`src/rtl/countdown_timer.sv`:
```
// countdown_timer
//   Counts a loaded seconds/tenths value down to 0.0 in 0.1 s steps. Output format matches
//   the stopwatch so both blocks can share a display path.
// Ports:
//   clk, rst                  system clock (rising edge), asynchronous active-high reset
//   load                      load load_seconds/load_tenths (clamped), highest priority
//   load_seconds, load_tenths initial value; seconds clamp to MAX_SECONDS, tenths clamp to 9
//   start, stop               start/resume and pause controls (priority load > stop > start)
//   seconds, m_seconds        remaining whole seconds and tenths (0..9)
//   running, expired          state RUN / state EXPIRED
//   done                      one-cycle pulse on the edge the value reaches 0.0
module countdown_timer #(
  parameter int unsigned TICKS_PER_TENTH = 5000000,
  parameter int unsigned MAX_SECONDS     = 999
) (
  input  logic        clk,
  input  logic        rst,
  input  logic        load,
  input  logic [31:0] load_seconds,
  input  logic [3:0]  load_tenths,
  input  logic        start,
  input  logic        stop,
  output logic [31:0] seconds,
  output logic [31:0] m_seconds,
  output logic        running,
  output logic        expired,
  output logic        done
);

  localparam int unsigned PW = (TICKS_PER_TENTH > 2) ? $clog2(TICKS_PER_TENTH) : 1;
  localparam logic [PW-1:0] TickLast = PW'(TICKS_PER_TENTH - 1);

  typedef enum logic [1:0] {StIdle, StRun, StPause, StExpired} state_e;

  state_e        state_q, state_d;
  logic [PW-1:0] presc_q, presc_d;
  logic [31:0]   sec_q, sec_d;
  logic [3:0]    ten_q, ten_d;
  logic          done_q, done_d;
  logic          running_q, expired_q;
  logic          value_zero;

  assign value_zero = (sec_q == 32'd0) && (ten_q == 4'd0);

  always_comb begin
    state_d = state_q;
    presc_d = presc_q;
    sec_d   = sec_q;
    ten_d   = ten_q;
    done_d  = 1'b0;
    if (load) begin
      sec_d   = (load_seconds > MAX_SECONDS) ? 32'(MAX_SECONDS) : load_seconds;
      ten_d   = (load_tenths > 4'd9) ? 4'd9 : load_tenths;
      presc_d = '0;
      state_d = StIdle;
    end else if (stop && (state_q == StRun)) begin
      // Prescaler and value freeze, so a partial tenth resumes later.
      state_d = StPause;
    end else if (start && ((state_q == StIdle) || (state_q == StPause)) && !value_zero) begin
      state_d = StRun;
    end else if (state_q == StRun) begin
      if (presc_q == TickLast) begin
        presc_d = '0;
        if (ten_q != 4'd0) begin
          ten_d = ten_q - 4'd1;
        end else begin
          sec_d = sec_q - 32'd1;
          ten_d = 4'd9;
        end
        // 0.1 -> 0.0 is the only step that lands on zero; RUN never holds 0.0.
        if ((sec_q == 32'd0) && (ten_q == 4'd1)) begin
          state_d = StExpired;
          done_d  = 1'b1;
        end
      end else begin
        presc_d = presc_q + 1'b1;
      end
    end
  end

  always_ff @(posedge clk or posedge rst) begin
    if (rst) begin
      state_q   <= StIdle;
      presc_q   <= '0;
      sec_q     <= '0;
      ten_q     <= '0;
      done_q    <= 1'b0;
      running_q <= 1'b0;
      expired_q <= 1'b0;
    end else begin
      state_q   <= state_d;
      presc_q   <= presc_d;
      sec_q     <= sec_d;
      ten_q     <= ten_d;
      done_q    <= done_d;
      // Status flags registered from the next state so they align with state_q.
      running_q <= (state_d == StRun);
      expired_q <= (state_d == StExpired);
    end
  end

  assign seconds   = sec_q;
  assign m_seconds = {28'd0, ten_q};
  assign running   = running_q;
  assign expired   = expired_q;
  assign done      = done_q;

endmodule

```
`config.mk`:
```
export PLATFORM = sky130hd
export DESIGN_NAME = countdown_timer
export DESIGN_NICKNAME = d
export VERILOG_FILES = /design/src/rtl/countdown_timer.sv
export SDC_FILE = /design/constraint.sdc
export NUM_CORES = 1
export LEC_CHECK = 0
export ABC_AREA = 1
export ABC_CLOCK_PERIOD_IN_PS = 5150
export BUFFER_PORTS_ARGS = -buffer_cell sky130_fd_sc_hd__buf_2
export CORE_ASPECT_RATIO = 2
export CORE_MARGIN = 3
export CORE_UTILIZATION = 33
export DETAILED_ROUTE_END_ITERATION = 10
export PLACE_DENSITY_LB_ADDON = 0.3
export SETUP_SLACK_MARGIN = 0.5
export SLEW_MARGIN = 10
export SYNTH_ARGS = -nofsm -noshare
export SYNTH_HDL_FRONTEND = slang
export SYNTH_SLANG_ARGS = --single-unit
```
`constraint.sdc`:
```
create_clock -name clk -period 5.15 [get_ports clk]
set_input_delay 0.7725 -clock clk [delete_from_list [all_inputs] [get_ports clk]]
set_output_delay 0.7725 -clock clk [all_outputs]
set_load 0.01 [all_outputs]
```
==> out/qor.csv <==
stage;metric;value;unit
clock_network;cts.sink_count;64;
place;dp_hpwl;10000;microns
sta;hold_viol_final;0;
floorplanning;die-area;15100;sq um
status;outcome;complete, no violations;
yosys;syn_inst;661;
global_routing;globalRouteTotalUtil;18.2;%
yosys;synth.top_cells.by_area;sky130_fd_sc_hd__dfrtp_1 (36%), sky130_fd_sc_hd__nand2_1 (15%), sky130_fd_sc_hd__nor2_1 (9.4%), sky130_fd_sc_hd__buf_4 (5.0%), sky130_fd_sc_hd__nand3_1 (4.8%);
clock_network;clock_tree.htree_level_count;3;
yosys;post-synth-top-count-cell;sky130_fd_sc_hd__nand2_1;
layout;layout-drive-gt1-share;17.7;%
clock_network;ctsLongestPathBuffers;2;
route;wl;13000;microns
clock_network;postCtsSetupRepairBufs;0;
yosys;yosysTopAreaCellShare;35.6;%
sta;timing.slew.headroom;31.9;%
place;place.port_buffers;79;
worst_setup_path;worstPathMaxFanout;47;
sta;post-route-min-period;2.73;ns
worst_setup_path;crit_path_end_kind;flop;
worst_setup_path;crit_type;in -> reg;
yosys;ys_dominant_reg_cell;sky130_fd_sc_hd__dfrtp_1;
place;placement.setup.worst_slack;2.02;ns
yosys;number_of_warnings_issued_by_yosys;0;
floorplanning;die-width;88.5;microns
floorplanning;num_io_pins;108;
clock_network;post_cts_resized;0;
route;firstDrtPassIters;5;
yosys;synth_cell_types;38;
layout;diodes;0;
worst_setup_path;timing.critical_path.required;5.38;ns
sta;fin_clk_skew;0.0152;ns
sta;total_negative_slack_for_setup_checks;0;ns
yosys;yosys_register_bits;64;
global_routing;antenna_found_initial;0;
sta;grt_setup_unrepaired;false;
layout;postLayoutCoreUtil;39.1;%
floorplanning;std_cell_rows;59;
global_routing;grt_max_degree;48;
sta;timing.final.crit_share;53.0;%
global_routing;gr_overflow_total;0;
yosys;seq_total_area_yosys;35.6;%
yosys;synthDominantAreaCellType;sky130_fd_sc_hd__dfrtp_1;
flow_run;maxCapViolCount;0;
layout;layout.nets;779;
worst_setup_path;cp-start-kind;input pin;
floorplanning;initial_core_util;34.2;%
clock_network;tritoncts_clock_tree;built;
worst_setup_path;cp.arrival;2.96;ns
clock_network;cts.reportedPaths.clkPinSlew;0.05;ns
place;postPlaceCellArea;4870;sq um
clock_network;cts-root-buf;sky130_fd_sc_hd__clkbuf_16;
floorplanning;placeableCoreArea;13100;sq um
layout;count_of_fill_cells_added_during_filler_insertion;1430;
yosys;number_of_synthesized_flops_with_an_enable_pin;0;
place;gp_congestion;0.881;
clock_network;insertion_delay;0.34;ns
worst_setup_path;ff_to_ff_setup_slack;2.53;ns
route;drtIter0Drc;207;
clock_network;cts_made_buffers;9;
sta;report.final.setup_viol;0;
sta;final.setup.worst_slack;2.42;ns
yosys;synthArstFlopShare;100;%
route;avgRoutedWirePerCell;14.6;microns
route;post_drt_via_cell_ratio;5.00;
floorplanning;dieHeight;171;microns
yosys;syn-cell-area;4490;sq um
layout;final_cell_area;5130;sq um
route;final_routed_drc_violation_total;0;
layout;area_overhead_vs_synth;14.2;%
route;vias;4461;
power;irDropWorstVdd;0.203;mV
power;power_density;331;nW/um^2
route;drt.antenna.violating_nets;0;
min_path;timing.hold.worst.class;reg -> reg;
sta;maxSlewViolCount;0;
yosys;yosys-top-cells-count;sky130_fd_sc_hd__nand2_1 (179), sky130_fd_sc_hd__nor2_1 (113), sky130_fd_sc_hd__dfrtp_1 (64);
sta;achievable-frequency;366;MHz
yosys;post_synth.cell_area_avg;6.80;sq um
clock_network;postCtsHoldBufs;0;
sta;actual_transition_at_the_worst_max_transition_pin;1.02;ns
global_routing;grt_pass1_wl;21000;microns
power;cellLeakagePower;0.00267;uW
global_routing;grt_pass1_vias;4338;
[sequential cells by signal, summed over array words and instances (netlist names)]
| register | flops |
|---|---|
| expired | 1 |
| seconds | 32 |
| presc_q | 23 |
| state_q | 2 |
| done | 1 |
| running | 1 |
| ten_q | 4 |
[kinds of logic after synthesis]
group                      after synthesis  share of synthesized area (%)
other                                    1                         0.0834
xor gates and xnor gates                18                           3.51
adders and majority gates                2                          0.557
buffers and inverters                  102                           12.1
DFF                                     64                           35.6
and+or+nand+nor                        388                           37.5
AOI/OAI and AO/OA                       86                           10.6
[cell usage in the layout (no fill, tap or decap), drive strengths merged]
cell type,Yosys,layout
or2,1,1
nor4,2,2
nor2,123,123
inv,58,58
ha,2,2
o31ai,1,1
clkbuf,1,9
nor3b,1,1
clkinv,0,6
a22oi,1,1
dfrtp,64,64
nor3,10,10
o21a,2,2
o211a,1,1
buf,43,81
and3,2,2
nand4,13,13
a31oi,2,2
xnor2,7,7
xor2,11,11
a21oi,26,26
o21bai,3,3
o21ai,49,49
nand3,47,47
o2bb2ai,1,1
conb,1,28
nand2,189,189
[stage by stage]
step / power, uW / hold WS [ns] / cells
floorplan: 1010 / 0.474 / 688
global placement: 1150 / 0.505 / 877
detailed placement: 1160 / 0.508 / 877
CTS: 1720 / 0.524 / 892
global route: 1810 / 0.571 / 892
finish: 1700 / 0.533 / 892
[final timing paths]
path,start,end,depth (start not counted)
worst max-delay path,load,seconds[6],5
worst min-delay path,presc_q[1],presc_q[1],2
worst max register to register,state_q[0],seconds[6],7
worst min register to register,presc_q[1],presc_q[1],2
max in group asynchronous,rst,seconds[13],3
min in group asynchronous,rst,seconds[18],2
[where the power goes]
part           internal [uW]  switching [uW]
Clock                    321             232
Combinational            176             322
Sequential               560            89.1
Total                   1060             643
[worst max-delay path, cell delays in order]
cell,delay (ns)
sky130_fd_sc_hd__buf_2,0.27
sky130_fd_sc_hd__inv_1,0.11
sky130_fd_sc_hd__nand2_2,0.48
sky130_fd_sc_hd__nand3_2,0.89
sky130_fd_sc_hd__o21ai_0,0.42
[layer usage]
layer  vias to the layer above  track usage (%)  wire length [microns]
met3                        41             2.65                    496
li1                       2211                -                      -
met5                         -                0                      0
met4                         0             10.8                    635
met1                      2060             17.7                   4490
met2                       149             34.5                   7360
[cell type report]
type                            instances  area (sq um)  share of cell area (%)
Clock buffer                            9           225                    4.39
Timing Repair Buffer                   81           410                    7.99
Inverter                               58           218                    4.24
Sequential cell                        64          1600                    31.2
Multi-Input combinational cell        522          2450                    47.7
Clock inverter                          6          37.5                   0.731
Tap cell                              152           190                    3.70
Power figures use the tool's default switching activity.
